--- config.mk ---
export PLATFORM = sky130hd
export DESIGN_NAME = pulse_scheduler
export DESIGN_NICKNAME = d
export VERILOG_FILES = /design/src/rtl/pulse_sched_pkg.sv /design/src/rtl/pulse_timer.sv /design/src/rtl/pulse_scheduler.sv
export SDC_FILE = /design/constraint.sdc
export NUM_CORES = 1
export LEC_CHECK = 0
export ABC_AREA = 1
export BUFFER_PORTS_ARGS = -buffer_cell sky130_fd_sc_hd__buf_2
export CORE_ASPECT_RATIO = 0.9
export CORE_MARGIN = 2
export CORE_UTILIZATION = 45
export DETAILED_ROUTE_END_ITERATION = 6
export PLACE_DENSITY = 0.74
export SYNTH_ARGS = -nofsm -noshare
export SYNTH_HDL_FRONTEND = slang
export SYNTH_HIERARCHICAL = 1
export SYNTH_SLANG_ARGS = --single-unit
--- constraint.sdc ---
create_clock -name clk -period 13.1 [get_ports clk]
set_input_delay 1.31 -clock clk [delete_from_list [all_inputs] [get_ports clk]]
set_output_delay 1.31 -clock clk [all_outputs]
set_load 0.05 [all_outputs]
--- src/rtl/pulse_sched_pkg.sv ---
// Shared types for the pulse scheduler: FSM state, latched parameter set and TYPE bit positions.
package pulse_sched_pkg;

  localparam int unsigned TIME_W = 64;
  localparam int unsigned FREQ_W = 48;
  localparam int unsigned RATE_W = 32;
  localparam int unsigned CNT_W  = 16;
  localparam int unsigned TYPE_W = 8;
  localparam int unsigned INTV_W = 32;

  localparam int unsigned TYPE_HOP_BIT = 0;
  localparam int unsigned TYPE_LFM_BIT = 1;

  typedef enum logic [1:0] {
    ST_IDLE  = 2'd0,
    ST_ARMED = 2'd1,
    ST_RUN   = 2'd2
  } state_e;

  typedef struct packed {
    logic [FREQ_W-1:0] freq;
    logic [FREQ_W-1:0] freq_step;
    logic [RATE_W-1:0] freq_rate;
    logic [TIME_W-1:0] time_start;
    logic [CNT_W-1:0]  n_impulse;
    logic [TYPE_W-1:0] type_impulse;
    logic [INTV_W-1:0] ti;
    logic [INTV_W-1:0] tp;
    logic [INTV_W-1:0] tblank1;
    logic [INTV_W-1:0] tblank2;
  } sched_cfg_t;

  // A set is usable only with at least one pulse and 0 < Ti < Tp.
  function automatic logic cfg_valid(input sched_cfg_t c);
    return (c.n_impulse != '0) && (c.ti != '0) && (c.tp != '0) && (c.ti < c.tp);
  endfunction

endpackage

--- src/rtl/pulse_timer.sv ---
// Period counter and gate/blank window compares for one pulse period.
// Ports: clk, rst; run_d_i (scheduler will be in RUN next cycle), restart_i (start at t=0),
// tick_i (clk_en while running); ti/tp/tblank1/tblank2 window parameters;
// period_end_c_o (t == Tp-1, combinational), tx_gate_o, blank_o (registered).
module pulse_timer
  import pulse_sched_pkg::*;
(
  input  logic              clk,
  input  logic              rst,
  input  logic              run_d_i,
  input  logic              restart_i,
  input  logic              tick_i,
  input  logic [INTV_W-1:0] ti_i,
  input  logic [INTV_W-1:0] tp_i,
  input  logic [INTV_W-1:0] tblank1_i,
  input  logic [INTV_W-1:0] tblank2_i,
  output logic              period_end_c_o,
  output logic              tx_gate_o,
  output logic              blank_o
);

  logic [INTV_W-1:0] t_q, t_d;
  logic              tx_q, tx_d;
  logic              blank_q, blank_d;
  logic [INTV_W:0]   tail_sum_c;

  assign period_end_c_o = (t_q == (tp_i - INTV_W'(1)));

  // Outputs are computed from the next counter value so they line up with the state they describe.
  always_comb begin
    t_d = t_q;
    if (!run_d_i || restart_i) begin
      t_d = '0;
    end else if (tick_i) begin
      t_d = period_end_c_o ? '0 : t_q + INTV_W'(1);
    end
    tail_sum_c = {1'b0, t_d} + {1'b0, tblank2_i};
    tx_d       = run_d_i && (t_d < ti_i);
    blank_d    = run_d_i && ((t_d < tblank1_i) || (tail_sum_c >= {1'b0, tp_i}));
  end

  always_ff @(posedge clk) begin
    if (rst) begin
      t_q     <= '0;
      tx_q    <= 1'b0;
      blank_q <= 1'b0;
    end else begin
      t_q     <= t_d;
      tx_q    <= tx_d;
      blank_q <= blank_d;
    end
  end

  assign tx_gate_o = tx_q;
  assign blank_o   = blank_q;

endmodule

--- src/rtl/pulse_scheduler.sv ---
// Pulse train scheduler: latches a parameter set on SPI_WR, waits for TIME_START, then emits
// N pulses of width Ti every Tp ticks with DDS frequency/rate loads and blanking.
// Ports: clk, rst, clk_en, SYS_TIME, SPI_WR, parameter inputs (FREQ..Tblank2);
// outputs DDS_FREQ/DDS_RATE/DDS_LOAD, TX_GATE, BLANK, PULSE_CNT, BUSY, DONE, ERR, LATE.
module pulse_scheduler
  import pulse_sched_pkg::*;
(
  input  logic              clk,
  input  logic              rst,
  input  logic              clk_en,
  input  logic [TIME_W-1:0] SYS_TIME,
  input  logic              SPI_WR,
  input  logic [FREQ_W-1:0] FREQ,
  input  logic [FREQ_W-1:0] FREQ_STEP,
  input  logic [RATE_W-1:0] FREQ_RATE,
  input  logic [TIME_W-1:0] TIME_START,
  input  logic [CNT_W-1:0]  N_impulse,
  input  logic [TYPE_W-1:0] TYPE_impulse,
  input  logic [INTV_W-1:0] Interval_Ti,
  input  logic [INTV_W-1:0] Interval_Tp,
  input  logic [INTV_W-1:0] Tblank1,
  input  logic [INTV_W-1:0] Tblank2,
  output logic [FREQ_W-1:0] DDS_FREQ,
  output logic [RATE_W-1:0] DDS_RATE,
  output logic              DDS_LOAD,
  output logic              TX_GATE,
  output logic              BLANK,
  output logic [CNT_W-1:0]  PULSE_CNT,
  output logic              BUSY,
  output logic              DONE,
  output logic              ERR,
  output logic              LATE
);

  state_e            state_q, state_d;
  sched_cfg_t        cfg_q, cfg_d, cfg_in_c;
  logic [CNT_W-1:0]  pulse_cnt_q, pulse_cnt_d;
  logic [FREQ_W-1:0] dds_freq_q, dds_freq_d;
  logic [RATE_W-1:0] dds_rate_q, dds_rate_d;
  logic              dds_load_q, dds_load_d;
  logic              done_q, done_d;
  logic              err_q, err_d;
  logic              late_q, late_d;
  logic              first_cmp_q, first_cmp_d;
  logic              run_start_c;
  logic              run_d_c;
  logic              period_end_c;
  logic [RATE_W-1:0] rate_sel_c;
  logic              unused_type_bits;

  always_comb begin
    cfg_in_c.freq         = FREQ;
    cfg_in_c.freq_step    = FREQ_STEP;
    cfg_in_c.freq_rate    = FREQ_RATE;
    cfg_in_c.time_start   = TIME_START;
    cfg_in_c.n_impulse    = N_impulse;
    cfg_in_c.type_impulse = TYPE_impulse;
    cfg_in_c.ti           = Interval_Ti;
    cfg_in_c.tp           = Interval_Tp;
    cfg_in_c.tblank1      = Tblank1;
    cfg_in_c.tblank2      = Tblank2;
  end

  // Only the hop and LFM mode bits carry meaning.
  assign unused_type_bits = ^cfg_q.type_impulse[TYPE_W-1:2];

  assign rate_sel_c = cfg_q.type_impulse[TYPE_LFM_BIT] ? cfg_q.freq_rate : '0;

  // Next-state / output logic; SPI_WR has priority over everything except reset.
  always_comb begin
    state_d     = state_q;
    cfg_d       = cfg_q;
    pulse_cnt_d = pulse_cnt_q;
    dds_freq_d  = dds_freq_q;
    dds_rate_d  = dds_rate_q;
    dds_load_d  = 1'b0;
    done_d      = 1'b0;
    err_d       = 1'b0;
    late_d      = late_q;
    first_cmp_d = first_cmp_q;
    run_start_c = 1'b0;

    if (SPI_WR) begin
      cfg_d       = cfg_in_c;
      pulse_cnt_d = '0;
      late_d      = 1'b0;
      first_cmp_d = 1'b1;
      if (cfg_valid(cfg_in_c)) begin
        state_d = ST_ARMED;
      end else begin
        state_d = ST_IDLE;
        err_d   = 1'b1;
      end
    end else if (clk_en) begin
      case (state_q)
        ST_ARMED: begin
          first_cmp_d = 1'b0;
          if (SYS_TIME >= cfg_q.time_start) begin
            state_d     = ST_RUN;
            run_start_c = 1'b1;
            pulse_cnt_d = '0;
            dds_load_d  = 1'b1;
            dds_freq_d  = cfg_q.freq;
            dds_rate_d  = rate_sel_c;
            if (first_cmp_q && (SYS_TIME > cfg_q.time_start)) begin
              late_d = 1'b1;
            end
          end
        end
        ST_RUN: begin
          if (period_end_c) begin
            if (pulse_cnt_q == (cfg_q.n_impulse - CNT_W'(1))) begin
              state_d = ST_IDLE;
              done_d  = 1'b1;
            end else begin
              pulse_cnt_d = pulse_cnt_q + CNT_W'(1);
              dds_load_d  = 1'b1;
              dds_freq_d  = cfg_q.type_impulse[TYPE_HOP_BIT] ? (dds_freq_q + cfg_q.freq_step)
                                                             : cfg_q.freq;
              dds_rate_d  = rate_sel_c;
            end
          end
        end
        default: begin
        end
      endcase
    end

    run_d_c = (state_d == ST_RUN);
  end

  always_ff @(posedge clk) begin
    if (rst) begin
      state_q     <= ST_IDLE;
      cfg_q       <= '0;
      pulse_cnt_q <= '0;
      dds_freq_q  <= '0;
      dds_rate_q  <= '0;
      dds_load_q  <= 1'b0;
      done_q      <= 1'b0;
      err_q       <= 1'b0;
      late_q      <= 1'b0;
      first_cmp_q <= 1'b0;
    end else begin
      state_q     <= state_d;
      cfg_q       <= cfg_d;
      pulse_cnt_q <= pulse_cnt_d;
      dds_freq_q  <= dds_freq_d;
      dds_rate_q  <= dds_rate_d;
      dds_load_q  <= dds_load_d;
      done_q      <= done_d;
      err_q       <= err_d;
      late_q      <= late_d;
      first_cmp_q <= first_cmp_d;
    end
  end

  pulse_timer u_timer (
    .clk            (clk),
    .rst            (rst),
    .run_d_i        (run_d_c),
    .restart_i      (run_start_c),
    .tick_i         (clk_en && (state_q == ST_RUN)),
    .ti_i           (cfg_q.ti),
    .tp_i           (cfg_q.tp),
    .tblank1_i      (cfg_q.tblank1),
    .tblank2_i      (cfg_q.tblank2),
    .period_end_c_o (period_end_c),
    .tx_gate_o      (TX_GATE),
    .blank_o        (BLANK)
  );

  assign DDS_FREQ  = dds_freq_q;
  assign DDS_RATE  = dds_rate_q;
  assign DDS_LOAD  = dds_load_q;
  assign PULSE_CNT = pulse_cnt_q;
  assign BUSY      = (state_q != ST_IDLE);
  assign DONE      = done_q;
  assign ERR       = err_q;
  assign LATE      = late_q;

endmodule

# Word-level counts from Yosys, hierarchy flattened

Index checks and enable logic that the tools add are counted.

Logic and storage cells: 107
Output and inout bits: 103
Input port bits: 412
Register bits: 475

Mux-type cells: 36
Bitwise logic cells: 4
Reductions and logical operators: 25
Magnitude comparators: 6
Eq/ne operators: 8
Add/subtract/negate cells: 6

Operators by type and width:

| kind                    | number |
|---|---|
| $mux W32                | 7 |
| $mux W48                | 4 |
| $lt A32 B32 Y1          | 3 |
| $pmux W48 S2            | 1 |
| $ge A64 B64 Y1          | 1 |
| $gt A64 B64 Y1          | 1 |
| $pmux W32 S2            | 1 |
| $reduce_bool A32 Y1     | 2 |
| $add A48 B48 Y48        | 1 |
| $mux W16                | 3 |
| $add A32 B32 Y33        | 1 |
| $ge A33 B32 Y1          | 1 |
| $add A32 B1 Y32 const B | 1 |
| $eq A32 B32 Y1          | 1 |
| $pmux W16 S2            | 1 |
| $sub A32 B1 Y32 const B | 1 |
| $add A16 B1 Y16 const B | 1 |
| $eq A16 B16 Y1          | 1 |
| $reduce_bool A16 Y1     | 1 |
| $sub A16 B1 Y16 const B | 1 |
| $mux W1                 | 12 |
| $mux W2                 | 5 |
| $reduce_bool A2 Y1      | 4 |
| $logic_and A1 B1 Y1     | 7 |
| 16 further kinds        | 23 |

# Longest topological paths before layout

Gate-level depths: netlist (run 1).

Word-level depth: 15
Mapped depth: 53
Mapped depth without buffers: 53

# Modules after synthesis

Netlist (run 1), hierarchy kept.

Modules (own cells, without submodules):

| module          | seq. area each (µm²) | times used | cells an instance | area an instance (µm²) |
|---|---|---|---|---|
| pulse_scheduler | 8,828.5              | 1          | 3,682             | 23,907.9 |
| pulse_timer     | 680.7                | 1          | 1,221             | 7,413.4 |

# Worst setup path before layout (run 1)

Ideal clock, no wire load.

Path type: register to register
Start point: reg cfg_q[64] (netlist name)
End point: reg u_timer.blank_q, in the netlist u_timer/blank_o
Arrival time: 6.785 ns
Path slack: 6.195 ns
Setup time: 0.121 ns
Clock period less this slack: 6.905 ns
Path buffers: 1
Cell stages (with the launch flop): 46
Data required time: 12.979 ns
Path through: dfxtp_1 > inv_1 > ha_1 > nand3_4 > nor2_4 > nand2_1 > nor2_1 > inv_1 > nor3_1 > o22ai_1 > a211o_1 > nor4_1 > nand3_1 > nor4_1 > nand3_1 > nand2_1 > nand3_1 > nand2_1 > [10 not listed] > a31oi_1 > o21ai_1 > a21boi_1 > o21ai_1 > a21oi_1 > o21ai_1 > a21boi_1 > o21bai_1 > xor2_1 > ha_1 > a21oi_1 > nor2_1 > a2111oi_0 > a21oi_1 > o21ai_0 > a21boi_0 > nor3_1 > a21oi_2

Cells in the longest elaborated chain, start to end: 14
Elaborated cells between the ends (all ways): 17
Those cells by class: 2 x add/sub; 2 x order compare; 2 x eq/ne; 7 x mux; 4 x reduce/logical

Ends and longest elaborated chain:

| item                     | line                   | RTL |
|---|---|---|
| start: declaration       | pulse_scheduler.sv:36  | `sched_cfg_t cfg_q, cfg_d, cfg_in_c;` |
| start signal: assignment | pulse_scheduler.sv:146 | `cfg_q <= cfg_d;` |
| $sub A32 B1 Y32 (*)      | pulse_timer.sv:27      | `assign period_end_c_o = (t_q == (tp_i - INTV_W'(1)));` |
| $eq A32 B32 Y1 (*)       | pulse_timer.sv:27      |  |
| net period_end_c         | pulse_scheduler.sv:47  | `logic period_end_c;` |
| $mux W2 (*)              | pulse_scheduler.sv:111 | `if (period_end_c) begin` |
| $pmux W2 S2 (*)          | pulse_scheduler.sv:95  | `case (state_q)` |
| $mux W2 (*)              | pulse_scheduler.sv:94  | `end else if (clk_en) begin` |
| $mux W2 (*)              | pulse_scheduler.sv:83  | `if (SPI_WR) begin` |
| $eq A2 B2 Y1 (*)         | pulse_scheduler.sv:129 | `run_d_c = (state_d == ST_RUN);` |
| net run_d_c              | pulse_scheduler.sv:46  | `logic run_d_c;` |
| $logic_not A1 Y1 (*)     | pulse_timer.sv:32      | `if (!run_d_i \|\| restart_i) begin` |
| $logic_or A1 B1 Y1 (*)   | pulse_timer.sv:32      |  |
| $mux W32 (*)             | pulse_timer.sv:32      |  |
| net u_timer.t_d[3]       | pulse_timer.sv:22      | `logic [INTV_W-1:0] t_q, t_d;` |
| $add A32 B32 Y33         | pulse_timer.sv:37      | `tail_sum_c = {1'b0, t_d} + {1'b0, tblank2_i};` |
| $ge A33 B32 Y1           | pulse_timer.sv:39      | `blank_d = run_d_i && ((t_d < tblank1_i) \|\| (tail_sum_c >= {1'b0, tp_i}));` |
| $logic_or A1 B1 Y1 (*)   | pulse_timer.sv:39      |  |
| $logic_and A1 B1 Y1 (*)  | pulse_timer.sv:39      |  |
| end signal: assignment   | pulse_timer.sv:50      | `blank_q <= blank_d;` |
| end: declaration         | pulse_timer.sv:24      | `logic blank_q, blank_d;` |

The timed path passes the listed nets; every way through them passes the cells marked *.
A chain may end at the register's enable or synchronous reset.

# Worst setup path in the final report (run 1)

Start point: in SYS_TIME[59]
End point: reg u_timer.blank_q, in the netlist u_timer/blank_o

Cells in the longest elaborated chain, start to end: 13
Elaborated cells between the ends (all ways): 18
Those cells by class: 1 x add/sub; 3 x order compare; 1 x eq/ne; 9 x mux; 4 x reduce/logical

Ends and longest elaborated chain:

| item                    | line                   | RTL |
|---|---|---|
| start: declaration      | pulse_scheduler.sv:11  | `input logic [TIME_W-1:0] SYS_TIME,` |
| $ge A64 B64 Y1 (*)      | pulse_scheduler.sv:98  | `if (SYS_TIME >= cfg_q.time_start) begin` |
| $mux W2 (*)             | pulse_scheduler.sv:98  |  |
| $pmux W2 S2 (*)         | pulse_scheduler.sv:95  |  |
| $mux W2 (*)             | pulse_scheduler.sv:94  |  |
| $mux W2 (*)             | pulse_scheduler.sv:83  |  |
| $eq A2 B2 Y1 (*)        | pulse_scheduler.sv:129 |  |
| net run_d_c             | pulse_scheduler.sv:46  |  |
| $logic_not A1 Y1 (*)    | pulse_timer.sv:32      |  |
| $logic_or A1 B1 Y1 (*)  | pulse_timer.sv:32      |  |
| $mux W32 (*)            | pulse_timer.sv:32      |  |
| net u_timer.t_d[1]      | pulse_timer.sv:22      |  |
| $add A32 B32 Y33        | pulse_timer.sv:37      |  |
| $ge A33 B32 Y1          | pulse_timer.sv:39      |  |
| $logic_or A1 B1 Y1 (*)  | pulse_timer.sv:39      |  |
| $logic_and A1 B1 Y1 (*) | pulse_timer.sv:39      |  |

Marked as above.

==> reports/qor.yml, run 1 <==
status: "complete, no violations"
core-area_sq_mm: 0.0687
grt_overflow: 0
crit_required_ps: 13580
fin_crit_ps: 8400
num_rows: 91
fmax_mhz: 119
timing.rr.end: "u_timer/blank_o"
grt_max_degree: 118
drtIter0Drc: 2393
r2r_setup_slack_ps: 4710
antenna_left: 0
ir_worst_vdd_mv: 0.0964
synth_most_common_cell: "nand2_1"
crit_path_start: "SYS_TIME[59]"
maxSlewViolCount: 0
tightest_slew_ps: 1290
async_reset_ff_frac: 0
wl_met1_mm: 46.4
crit_path_frequent_cell: "nand2_1"
critPathBufInv: 5
crit_type: "primary input to flop"
pre_cts_ws_ps: 4160
first_pass_iters: 6
syn_area_per_cell_sq_um: 6.39
highest-signal-layer: "met5"
io_pins: 515
ys_warn_count: 6
ff_latch_area_sq_mm: 0.00951
rsz0062_at_grt: "no"
clk_pin_slew_ps: 60
endpoint_kind: "flop"
clockRootBuffer: "clkbuf_16"
synthFlopType: "dfxtp_1"
netlist_area_sq_mm: 0.0313
synthCells: 4903
fin_crit_sh: 0.641
cp-start-kind: "primary input"
wl_met2_mm: 46.6
die_h_um: 254
drive_gt1_frac: 0.130
dr_wl_met3_mm: 7.28
syn_nets: 5592
synth_seq_cells: 475
cellPowerDensity_mw_per_mm2: 102
ctsHoldBuffers: 0
cts_tree: "done"
routabilityCongestion: 0.971
slowest_stage: "nand4_1"
hold_start: "cfg_q[32]"
synth_edf_count: 0
cts_sinks: 475
grt_pass1_vias: 29900
grt_use_total: 0.280
synth_top_area_cell: "dfxtp_1"
clk_latency_ps: 610
port_buffers: 508
min_to: "cfg_q[32]"
post_cts_buffers: 0
finalSetupTns_ps: 0
setup_ws_ps: 4700
cap_violations: 0
synth_common_cells: "nand2_1 (1,575), inv_1 (708), dfxtp_1 (475)"
critPathMaxStageDelay_ps: 920
routed_wl_mm: 103
p_leak_nw: 18.8
drc: 0
floorplan.initialDensity: 0.456
ys_types: 61
die_width_um: 282
area_growth_pct: 16.0
hold_path.class: "flop to flop"
wl_per_cell_um: 16.4
grt_pass1_wl_mm: 160
nets: 6003
cts_buffers: 51
rr_worst_depth: 47
hold_viol: 0
yosysSeqAreaShare: 0.304
grt_antenna_before_repair: 22
route.vias.total: 32300
cts-resized-gates: 0
viasPerCell: 5.12
max_slew_margin: 0.139
rr_startpoint: "cfg_q[64]"
worstPathMaxFanout: 24
ctsLongestPathBuffers: 3
multi_input_area_sq_mm: 0.0184
h-tree-depth: 2
cpLargestDelayFamily: "simple AND/OR/NAND/NOR gates"
fillers: 6971
clock_skew_ps: 22.6
die-area_sq_mm: 0.0717
place_hpwl_mm: 78.5
synth_area_leaders: "dfxtp_1 (30%), nand2_1 (19%), ha_1 (11%)"
final-setup-viol-count: 0
critPathArrivalTime_ps: 8880
synth_top_cell_area_share: 0.304
min_path_cells: 2
==> how the worst max path moves through the flow <==
| stage | end | slack (ps) | cells past startpoint |
|---|---|---|---|
| 4_1_cts | u_timer/blank_o | 4680 | 49 |
| 2_1_floorplan | u_timer/blank_o | 6190 | 45 |
| 5_1_grt | u_timer/blank_o | 3840 | 49 |
| 3_3_place_gp | u_timer/blank_o | 4310 | 41 |
| 6_report | u_timer/blank_o | 4700 | 42 |
| 3_5_place_dp | u_timer/blank_o | 4160 | 42 |
==> routing by layer <==
| metal | vias to the layer above | global-route usage |
|---|---|---|
| met5 | - | 0 |
| met4 | 8 | 0.0933 |
| met3 | 181 | 0.0422 |
| met2 | 1024 | 0.460 |
| met1 | 14700 | 0.376 |
| li1 | 16400 | - |
==> per-stage QoR <==
step,hold slack [ps],instance area [sq um],power [mW],util,std cells
after floorplan,419,31300,1.96,-,4903
after global placement,428,34500,2.14,0.503,6191
after detailed placement,432,34500,2.16,0.503,6191
after CTS,448,36300,3.72,0.529,6285
after global routing,455,36300,3.86,0.529,6302
final,445,36300,3.70,0.529,6305
==> worst register-to-register path: cells and delay by family, from the launching register on <==
kind | cells | cell delay, ps
simple gates | 18 | 2680
fa+ha+maj | 4 | 1080
xor+xnor | 1 | 170
compound gates | 17 | 3010
flops | 1 | 360
buf+inv | 7 | 980
==> layout by cell type (no fill, tap or decap), drive strengths merged, types with 14 or more instances in the layout <==
cell type	count
nand4	76
xor2	81
xnor2	37
a21oi	222
nand3	472
ha	275
nand2	1593
nor2	389
dfxtp	475
o21ai	215
clkbuf	67
nor3	46
inv	715
buf	528
diode	20
clkinv	14
nor4	32
==> registers in the layout, indices dropped and copies added (netlist names), 2 cells and up <==
name	count
cfg_q	338
PULSE_CNT	16
u_timer/t_q	32
DDS_FREQ	48
DDS_RATE	32
state_q	2
==> kinds of logic (layout without fill, tap and decap cells) <==
kind of cell,after synthesis,after routing,share of synthesized area
buffers and inverters,886,1338,0.108
DFF,475,475,0.304
other,0,20,0
AOI/OAI and AO/OA,502,502,0.0870
xor gates and xnor gates,118,118,0.0330
adders and majority gates,277,277,0.111
and+or+nand+nor,2645,2645,0.357
==> power by group <==
group          total (mW)  internal, mW  switching [mW]
combinational       0.575         0.205           0.370
clock                1.57         0.917           0.649
sequential           1.56          1.51          0.0466
==> layout make-up <==
| type | instances | share of cell area |
|---|---|---|
| Multi-Input combinational cell | 3542 | 0.507 |
| Timing Repair Buffer | 528 | 0.0744 |
| Inverter | 716 | 0.0742 |
| Antenna cell | 20 | 0.00138 |
| Tap cell | 930 | 0.0320 |
| Clock inverter | 27 | 0.0103 |
| Clock buffer | 67 | 0.0387 |
| Sequential cell | 475 | 0.262 |
No activity file was read; power rests on OpenSTA's default activity.
==> run 2: changes to the inputs <==
PLACE_DENSITY = 0.77   (was 0.74)
clock period = 7.3 ns   (was 13.1 ns; I/O delays follow)
==> reports/qor.yml, run 2 (synthesis results as in run 1) <==
status: "complete, no violations"
critPathMaxStageDelay_ps: 380
hold_viol: 0
drive_gt1_frac: 0.152
cap_violations: 0
clock_skew_ps: 26.4
fmax_mhz: 140
grt_use_total: 0.284
routed_wl_mm: 106
hold_start: "Tblank2[13]"
maxSlewViolCount: 0
clkPwrFrac: 0.430
pre_cts_ws_ps: -362
core-area_sq_mm: 0.0687
cts_sinks: 475
cellPowerDensity_mw_per_mm2: 182
grt_pass1_wl_mm: 162
seqPwrFrac: 0.410
hold_path.class: "primary input to flop"
routabilityCongestion: 0.977
rr_worst_depth: 53
crit_path_start: "cfg_q[64]"
tightest_slew_ps: 1150
slowest_stage: "fa_1"
drc: 0
grt_antenna_before_repair: 24
final_common_cell: "nand2_1"
crit_type: "flop to flop"
ctsLongestPathBuffers: 3
endpoint_kind: "flop"
r2r_setup_slack_ps: 170
nets: 6123
first_pass_iters: 5
internal_power_mw: 4.86
p_leak_nw: 19.5
place_hpwl_mm: 81.4
wl_per_cell_um: 16.5
final_area_sq_mm: 0.0374
drtIter0Drc: 2310
grt_pass1_vias: 30000
die_h_um: 254
cpLargestDelayFamily: "simple AND/OR/NAND/NOR gates"
fin_crit_ps: 7130
max_slew_margin: 0.236
p_sw_frac: 0.285
port_buffers: 508
rr_startpoint: "cfg_q[64]"
crit_cells: 53
setup_ws_ps: 166
antenna_left: 0
p_switching_mw: 1.94
comb_power_share: 0.160
critPathBufInv: 10
num_rows: 91
cts_buffers: 54
crit_path_frequent_cell: "nand2_1"
h-tree-depth: 2
cp-start-kind: "flop"
clockRootBuffer: "clkbuf_16"
floorplan.initialDensity: 0.456
rsz0062_at_grt: "yes"
placed_area_sq_mm: 0.0354
min_path_cells: 3
crit_required_ps: 7840
clk_pin_slew_ps: 60
final-setup-viol-count: 0
largest_register: "cfg_q"
grt_overflow: 0
io_pins: 515
die-area_sq_mm: 0.0717
grt_max_degree: 121
critPathArrivalTime_ps: 7670
largest_reg_flops: 338
ir_worst_vdd_mv: 0.147
clk_latency_ps: 620
finalSetupTns_ps: 0
die_width_um: 282
cts_tree: "done"
worstPathMaxFanout: 4
final_cell_mix: "nand2_1 (1,574), inv_1 (706), buf_2 (506)"
route.vias.total: 32600
viasPerCell: 5.07
fin_crit_sh: 0.977
area_growth_pct: 19.5
-- run 2: per-stage QoR --
| stage | std cells | hold WS, ps | utilization | power [mW] |
|---|---|---|---|---|
| 6_report | 6432 | 333 | 0.545 | 6.80 |
| 5_1_grt | 6426 | 330 | 0.545 | 7.10 |
| 4_1_cts | 6407 | 303 | 0.543 | 6.84 |
| 3_5_place_dp | 6305 | 432 | 0.515 | 3.91 |
| 3_3_place_gp | 6305 | 429 | 0.515 | 3.89 |
| 2_1_floorplan | 4903 | 419 | - | 3.52 |
-- run 2: area by class of cell --
class | instances | area, sq um
antenna | 25 | 62.6
clock buffer | 78 | 1580
clock inverter | 21 | 295
fill | 6825 | 31200
inverter | 716 | 2700
multi-input combinational | 3542 | 18500
sequential | 475 | 9510
tap | 930 | 1160
timing repair buffer | 645 | 3590
-- run 2: worst reg2reg max path, delay by kind of cell, from the launching register on --
| kind | cells | cell delay (ps) |
|---|---|---|
| simple gates | 26 | 2870 |
| flops | 1 | 310 |
| fa+ha+maj | 4 | 1020 |
| compound gates | 13 | 1930 |
| buf+inv | 10 | 950 |
-- run 2: power by group through the flow --
stage / logic [mW] / clock network, mW / registers [mW]
after floorplan: 0.652 / 0 / 2.86
after global placement: 1.04 / 0 / 2.84
after detailed placement: 1.06 / 0 / 2.85
after CTS: 1.07 / 2.97 / 2.79
after global routing: 1.21 / 3.08 / 2.80
final: 1.09 / 2.92 / 2.79
-- run 2: timing repair --
action                                  4_1_cts  5_1_grt
hold buffers                                  0        0
pin swaps                                     6        6
endpoints found under the setup margin        1        1
resized for setup                            11       12
setup buffers                                 3        0
-- run 2: final timing paths --
kind	endpoint
min	cfg_q[13]
max reg2reg	u_timer/blank_o
min reg2reg	cfg_q[110]
max	u_timer/blank_o
-- run 2: per-layer routing --
metal	wire length (um)	track usage	part of all wire
met1	47200	0.385	0.45
met2	47500	0.460	0.45
met3	7820	0.0421	0.074
met4	3270	0.102	0.031
met5	31	0	0.00029
